==> config.mk <==
export PLATFORM = sky130hd
export DESIGN_NAME = cc_miss_request_unit_flat
export DESIGN_NICKNAME = d
export VERILOG_FILES = /design/src/rtl/cc_pkg.sv /design/src/rtl/cc_miss_request_unit_if.sv /design/src/rtl/cc_miss_request_unit.sv /design/src/flat_wrapper.sv
export SDC_FILE = /design/constraint.sdc
export NUM_CORES = 1
export LEC_CHECK = 0
export BUFFER_PORTS_ARGS = -buffer_cell sky130_fd_sc_hd__buf_2
export CORE_MARGIN = 2
export CORE_UTILIZATION = 43
export CTS_CLUSTER_SIZE = 16
export DETAILED_ROUTE_END_ITERATION = 12
export PLACE_DENSITY = 0.8
export SLEW_MARGIN = 10
export SYNTH_ARGS = -nofsm -noshare
export SYNTH_HDL_FRONTEND = slang
export SYNTH_SLANG_ARGS = --single-unit
==> constraint.sdc <==
create_clock -name clk -period 1.6 [get_ports clk]
set_input_delay 0.08 -clock clk [delete_from_list [all_inputs] [get_ports clk]]
set_output_delay 0.08 -clock clk [all_outputs]
set_load 0.05 [all_outputs]
==> src/rtl/cc_pkg.sv <==
// Shared cache-controller definitions: miss FSM states, AXI encodings and the
// address field split used by both the miss request unit and the fill unit.
package cc_pkg;

  typedef enum logic [1:0] {
    S_IDLE,
    S_REQ,
    S_WAIT,
    S_DONE
  } cc_state_e;

  localparam logic [1:0] AXI_BURST_WRAP = 2'b10;
  localparam logic [2:0] AXI_SIZE_8B    = 3'b011;

  localparam int unsigned CC_LINE_BEATS = 8;

  localparam int unsigned CC_TAG_W    = 17;
  localparam int unsigned CC_INDEX_W  = 9;
  localparam int unsigned CC_OFFSET_W = 6;

endpackage

==> src/rtl/cc_miss_request_unit_if.sv <==
// AXI read-address and read-data observation signals between the miss
// request unit (master) and the memory side (slave).
interface cc_miss_request_unit_if #(
  parameter int unsigned ADDR_W = 32
) ();

  logic [3:0]        arid;
  logic [ADDR_W-1:0] araddr;
  logic [3:0]        arlen;
  logic [2:0]        arsize;
  logic [1:0]        arburst;
  logic              arvalid;
  logic              arready;
  logic              rvalid;
  logic              rlast;
  logic              rready;

  modport master (
    output arid, araddr, arlen, arsize, arburst, arvalid, rready,
    input  arready, rvalid, rlast
  );

  modport slave (
    input  arid, araddr, arlen, arsize, arburst, arvalid, rready,
    output arready, rvalid, rlast
  );

endinterface

==> src/rtl/cc_miss_request_unit.sv <==
// Blocking miss front end: pushes the miss address to the shared FIFO, issues
// one WRAP read burst per miss and stalls the lookup pipeline until the line lands.
module cc_miss_request_unit
  import cc_pkg::*;
#(
  parameter int unsigned ADDR_W = 32,
  parameter int unsigned BEATS  = CC_LINE_BEATS
) (
  input  logic                  clk,
  input  logic                  rst_n,
  input  logic                  miss_i,
  input  logic [ADDR_W-1:0]     miss_addr_i,
  output logic                  stall_o,
  input  logic                  fifo_full_i,
  output logic                  fifo_wren_o,
  output logic [ADDR_W-1:0]     fifo_wdata_o,
  output logic                  burst_err_o,
  cc_miss_request_unit_if.master mem
);

  localparam logic [4:0] BeatsW = 5'(BEATS);

  cc_state_e         r_state;
  cc_state_e         w_state_next;
  logic [ADDR_W-1:0] r_addr;
  logic              r_first;
  logic [3:0]        r_beat_cnt;
  logic              r_burst_err;

  logic              w_accept;
  logic              w_r_hs;
  logic [4:0]        w_beat_inc;
  logic              w_arvalid;
  logic              w_rready;
  logic              w_wren;

  assign w_accept   = (r_state == S_IDLE) & miss_i & ~fifo_full_i;
  assign w_r_hs     = mem.rvalid & w_rready;
  assign w_beat_inc = {1'b0, r_beat_cnt} + 5'd1;

  always_comb begin
    w_state_next = r_state;
    w_arvalid    = 1'b0;
    w_rready     = 1'b0;
    w_wren       = 1'b0;
    unique case (r_state)
      S_IDLE: begin
        if (w_accept) w_state_next = S_REQ;
      end
      S_REQ: begin
        w_arvalid = 1'b1;
        // Push only once, even if arready is held off for many cycles.
        w_wren    = r_first;
        if (mem.arready) w_state_next = S_WAIT;
      end
      S_WAIT: begin
        w_rready = 1'b1;
        if (mem.rvalid && mem.rlast) w_state_next = S_DONE;
      end
      S_DONE: begin
        w_state_next = S_IDLE;
      end
      default: begin
        w_state_next = S_IDLE;
      end
    endcase
  end

  always_ff @(posedge clk) begin
    if (!rst_n) begin
      r_state     <= S_IDLE;
      r_addr      <= '0;
      r_first     <= 1'b0;
      r_beat_cnt  <= 4'd0;
      r_burst_err <= 1'b0;
    end else begin
      r_state <= w_state_next;
      if (w_accept) begin
        r_addr  <= miss_addr_i;
        r_first <= 1'b1;
      end else if (r_state == S_REQ) begin
        r_first <= 1'b0;
      end
      if (w_r_hs) begin
        if (mem.rlast) begin
          r_beat_cnt <= 4'd0;
          if (w_beat_inc != BeatsW) r_burst_err <= 1'b1;
        end else begin
          r_beat_cnt <= w_beat_inc[3:0];
        end
      end
    end
  end

  assign stall_o      = miss_i | (r_state != S_IDLE);
  assign fifo_wren_o  = w_wren;
  assign fifo_wdata_o = r_addr;
  assign burst_err_o  = r_burst_err;

  assign mem.arid    = 4'd0;
  assign mem.araddr  = {r_addr[ADDR_W-1:3], 3'b000};
  assign mem.arlen   = 4'(BEATS - 1);
  assign mem.arsize  = AXI_SIZE_8B;
  assign mem.arburst = AXI_BURST_WRAP;
  assign mem.arvalid = w_arvalid;
  assign mem.rready  = w_rready;

endmodule
==> src/flat_wrapper.sv <==
// flat-port wrapper written by rule: the top's interface ports become plain ports
module cc_miss_request_unit_flat import cc_pkg::*;
#(
  parameter int unsigned ADDR_W = 32,
  parameter int unsigned BEATS  = CC_LINE_BEATS
)
  (clk, rst_n, miss_i, miss_addr_i, stall_o, fifo_full_i, fifo_wren_o, fifo_wdata_o, burst_err_o, mem_arid, mem_araddr, mem_arlen, mem_arsize, mem_arburst, mem_arvalid, mem_rready, mem_arready, mem_rvalid, mem_rlast);
  cc_miss_request_unit_if #(.ADDR_W(ADDR_W)) mem_i ();
  input  logic clk;
  input  logic rst_n;
  input  logic miss_i;
  input  logic [ADDR_W-1:0] miss_addr_i;
  output logic stall_o;
  input  logic fifo_full_i;
  output logic fifo_wren_o;
  output logic [ADDR_W-1:0] fifo_wdata_o;
  output logic burst_err_o;
  output wire logic [$bits(mem_i.arid)-1:0] mem_arid;
  output wire logic [$bits(mem_i.araddr)-1:0] mem_araddr;
  output wire logic [$bits(mem_i.arlen)-1:0] mem_arlen;
  output wire logic [$bits(mem_i.arsize)-1:0] mem_arsize;
  output wire logic [$bits(mem_i.arburst)-1:0] mem_arburst;
  output wire logic [$bits(mem_i.arvalid)-1:0] mem_arvalid;
  output wire logic [$bits(mem_i.rready)-1:0] mem_rready;
  input wire logic [$bits(mem_i.arready)-1:0] mem_arready;
  input wire logic [$bits(mem_i.rvalid)-1:0] mem_rvalid;
  input wire logic [$bits(mem_i.rlast)-1:0] mem_rlast;
  assign mem_arid = mem_i.arid;
  assign mem_araddr = mem_i.araddr;
  assign mem_arlen = mem_i.arlen;
  assign mem_arsize = mem_i.arsize;
  assign mem_arburst = mem_i.arburst;
  assign mem_arvalid = mem_i.arvalid;
  assign mem_rready = mem_i.rready;
  assign mem_i.arready = mem_arready;
  assign mem_i.rvalid = mem_rvalid;
  assign mem_i.rlast = mem_rlast;
  cc_miss_request_unit #(.ADDR_W(ADDR_W), .BEATS(BEATS)) u_core (.clk(clk), .rst_n(rst_n), .miss_i(miss_i), .miss_addr_i(miss_addr_i), .stall_o(stall_o), .fifo_full_i(fifo_full_i), .fifo_wren_o(fifo_wren_o), .fifo_wdata_o(fifo_wdata_o), .burst_err_o(burst_err_o), .mem(mem_i));
endmodule
After elaboration in Yosys (flattened, before gate mapping):

Cells that the tools add are included.

* equality and inequality tests: 7
* reduce and logical (&&, ||, !) cells: 6
* bitwise operators: 5
* add/subtract/negate cells: 1
* mux-type cells: 10

Operators with widths (count)
* $pmux W2 S4: 1
* $mux W2: 3
* $reduce_and A3 Y1: 2
* $add A4 B1 Y5 const B: 1
* $mux W1: 5
* $ne A5 B4 Y1 const B: 1
* $eq A2 B2 Y1 const B: 2
* $mux W4: 1
* $ne A2 B1 Y1 const B: 2
* $reduce_bool A2 Y1: 2
* $and A1 B1 Y1: 3
* $eq A2 B1 Y1 const B: 1
* $logic_not A2 Y1: 1
* $ne A2 B2 Y1 const B: 1
* $logic_and A1 B1 Y1: 1
* $not A1 Y1: 1
* $or A1 B1 Y1: 1

* word-level logic and storage cells: 34
* register bits after elaboration: 40
* output and inout port bits: 82
* input port bits: 39

Depth between registers and ports, before layout:

* depth after elaboration: 5
* mapped depth: 7
* mapped depth without buffers: 5

Worst setup path after synthesis:

Ideal clock, no wire load.

* path kind: reg2reg
* start point: register u_core.r_state[0]
* end point: register u_core.r_beat_cnt[2]
* buffers on the path: 0
* data required time: 1.530 ns
* path slack: -0.214 ns
* data arrival time: 1.744 ns
* library setup time: 0.070 ns
* period minus slack after synthesis: 1.814 ns
* stages on the path, launching flop included: 6
* path through: dfxtp_1 > inv_1 > ha_1 > nand2_2 > or4b_1 > a21boi_1

* longest elaborated chain between the ends: 3

RTL lines
* start: declaration: RTL line cc_miss_request_unit.sv:23 `cc_state_e r_state;`
* start signal: assignment: RTL line cc_miss_request_unit.sv:77 `r_state <= w_state_next;`
* $eq A2 B2 Y1: RTL line cc_miss_request_unit.sv:46 `unique case (r_state)`
* $mux W1: RTL line cc_miss_request_unit.sv:46
* via mem_rready: RTL line flat_wrapper.sv:24 `output wire logic [$bits(mem_i.rready)-1:0] mem_rready;`
* $and A1 B1 Y1: RTL line cc_miss_request_unit.sv:38 `assign w_r_hs = mem.rvalid & w_rready;`
* end signal: assignment: RTL line cc_miss_request_unit.sv:89 `r_beat_cnt <= w_beat_inc[3:0];`
* end: declaration: RTL line cc_miss_request_unit.sv:27 `logic [3:0] r_beat_cnt;`

The timed path passes the listed nets, and every way through them passes these cells.
A chain may end at the register's enable or synchronous reset.

Final worst setup path:

* start point: register u_core.r_state[0]
* end point: register u_core.r_beat_cnt[2]

* longest elaborated chain between the ends: 3

RTL lines (RTL line)
* $eq A2 B2 Y1: cc_miss_request_unit.sv:46
* $mux W1: cc_miss_request_unit.sv:46
* $and A1 B1 Y1: cc_miss_request_unit.sv:38

Every way passes these cells.

==> reports/qor.csv <==
metric;value;unit
status;finished, final reports clean;
sequential area share after synthesis;40.53;%
Critical Path RT;1.82;ns
Worst VDD drop;0.0006343;V
drt first pass iters;4;
post-CTS setup buffer count;0;
Fill cells;441;
via count;1666;
DP HPWL;2930;um
dpl cell area;2271;sq um
min Tclk post-route;1.499;ns
# DRC;0;
Worst setup SP type;register;
RePlAce Congestion;0.7438;
DR WL/cell;10.89;um
Sw Ratio;46.98;%
global-route wire length before repair;6375;um
PortBufs;104;
Comb power frac;46.0;%
synth warn;0;
reg2reg setup slack;0.10;ns
post-route cell area;2362;sq um
PwrDens;1423;nW/um^2
reg2reg start;u_core.r_state[0]$_SDFFE_PN0P_;
Final nets;354;
most common cell after layout, fill and taps aside;buf_2;
Net Sw Power;1.579;mW
starting density of the core;45.06;%
clock power share;18.3;%
CP Data Arrival Time;1.72;ns
vias in the first global route;1487;
layout cells sized above 1;38.71;%
die height;71.78;um
mapped cell area;1976;sq um
Setup violations, final;0;
Final Skew;0.005123;ns
most frequent cells in the layout;buf_2, nand2_1, dfxtp_1;
register bit total from synthesis;40;
multi-input logic area;848.3;sq um
crit path max fanout;7;
CP peak stage delay;0.50;ns
Total Die Area;5152;sq um
Hold Path Class;in -> reg;
critical path's slowest cell;or4b_1;
worst flop-to-flop path endpoint;u_core.r_beat_cnt[2]$_SDFFE_PN0P_;
cell internal pwr;1.782;mW
vias per cell;4.602;
PostCTS Resize Cnt;0;
placed insts;355;
Slew Viols, Final;0;
Hold Buf Count CTS;0;
Slew headroom;64.59;%
clock tree sinks;40;
fin util;53.88;%
CP startpoint;u_core.r_state[0]$_SDFFE_PN0P_;
synth top area cells;dfxtp_1, buf_4, nand2_1;
Reg2Reg Depth;5;
GRT Resource Usage Total;15.59;%
Syn Inst Count;236;
initial antenna violation count;0;
CTS tree;built;
syn avg cell area;8.371;sq um
worst path cell trace;inv_1 > ha_4 > nand2_2 > or4b_1 > a21boi_1;
Core Area;4384;sq um
worst hold stages;3;
Crit Path Category;reg -> reg;
Synth area leader;dfxtp_1;
sequential share of power;35.7;%
site row count;24;
total I/O pin count;121;
hold endpoint;u_core.fifo_wdata_o[3]$_SDFFE_PN0P_;
ant diodes;0;
Min Hold Slack;0.02869;ns
Reg clk slew, reported paths;0.07;ns
DRT iter0 DRCs;31;
root buffer cell;clkbuf_8;
Die X;71.78;um
Worst-Margin Slew;0.5311;ns
clock buffer depth;2;
Final period util;93.67;%
pin count of the biggest net entering global routing;23;
gr ovfl total;0;
Yosys top cell area share;40.53;%
P&R area growth vs syn;19.57;%
TritonCTS Buffers;5;
DRT antenna net count;0;
register area;802.0;sq um
RSZ-0062 raised after global routing;false;
Power Total;3.361;mW
fmax;667.3;MHz
MaxCap Viol Count;0;
H-tree lvl count;2;
hold path start;miss_addr_i[3];
routed wire length;3941;um
synth unique cells;29;
Crit. End Element;register;
leakage power;1.189;nW
final hold violations;0;
worst skew pair latency;0.28;ns
Non-Filler Instances;362;
-- power groups by stage --
stage	clock network (mW)	registers (mW)	logic, mW
after CTS	0.649	1.20	1.54
after global placement	0	1.21	1.51
after detailed placement	0	1.22	1.53
final	0.614	1.20	1.55
after floorplan	0	1.55	1.00
after global routing	0.693	1.22	1.65
-- per-stage QoR --
step           setup TNS (ns)  worst slack (ns)
2_1_floorplan        -0.01273          -0.01273
3_3_place_gp                0            0.1717
3_5_place_dp                0           0.08382
4_1_cts                     0           0.07437
5_1_grt                     0          0.006693
6_report                    0            0.1013
-- synth_stat cells --
master	number
and3b_1	1
clkbuf_1	8
and4b_1	1
or3b_1	1
nor2b_1	1
conb_1	2
nand4b_1	1
or4b_1	1
a21oi_1	2
and2_1	1
inv_1	3
a21boi_1	6
nand2b_1	3
nand2_1	69
nor2_1	1
buf_2	3
and4bb_2	1
a31oi_1	1
a21boi_0	30
nand3b_1	1
o21a_1	1
buf_4	45
ha_1	5
nand2_2	1
mux2i_1	2
a222oi_1	1
nand3_1	1
dfxtp_1	40
o21ai_0	3
-- how the worst max path moves through the flow --
stage                                            to  slack, ns  cells after the start
2_1_floorplan     u_core.r_beat_cnt[2]$_SDFFE_PN0P_      -0.01                      5
5_1_grt        u_core.fifo_wdata_o[23]$_SDFFE_PN0P_      0.007                      6
3_5_place_dp      u_core.r_beat_cnt[2]$_SDFFE_PN0P_       0.08                      5
4_1_cts           u_core.r_beat_cnt[2]$_SDFFE_PN0P_       0.07                      5
6_report          u_core.r_beat_cnt[2]$_SDFFE_PN0P_       0.10                      5
3_3_place_gp      u_core.r_beat_cnt[2]$_SDFFE_PN0P_       0.17                      5
-- kinds of logic after synthesis --
logic type                 share of synthesized area, %
and+or+nand+nor                                   18.81
buffers and inverters                             19.95
AOI/OAI and AO/OA                                 16.15
DFF                                               40.53
adders and majority gates                         3.167
muxes                                             1.013
other                                            0.3801
-- cell type report --
class | count | share of cell area, %
inverters | 3 | 0.4767
clock inverters | 1 | 0.2119
clock buffers | 6 | 3.072
flip-flops and latches | 40 | 33.95
well taps | 52 | 2.754
repair buffers | 109 | 23.62
multi-input cells | 151 | 35.91
-- flip-flops by register name (all words and copies together) (netlist names) --
| signal | cells |
|---|---|
| u_core.burst_err_o | 1 |
| u_core.fifo_wdata_o | 32 |
| u_core.r_beat_cnt | 4 |
| u_core.r_first | 1 |
| u_core.r_state | 2 |
-- metal layers --
layer / global-route usage, % / routed length [um] / vias up
li1: - / - / 842
met2: 25.93 / 1868 / 77
met4: 5.660 / 17 / 0
met1: 18.67 / 1684 / 745
met5: 0 / 0 / -
met3: 5.345 / 370 / 2
-- critical path, delay by kind of cell, from the launching register on --
kind / cells / cell delay, ns
compound gates: 1 / 0.14
fa+ha+maj: 1 / 0.21
buf+inv: 1 / 0.16
flops: 1 / 0.33
simple gates: 2 / 0.60
Power figures use the tool's default switching activity.
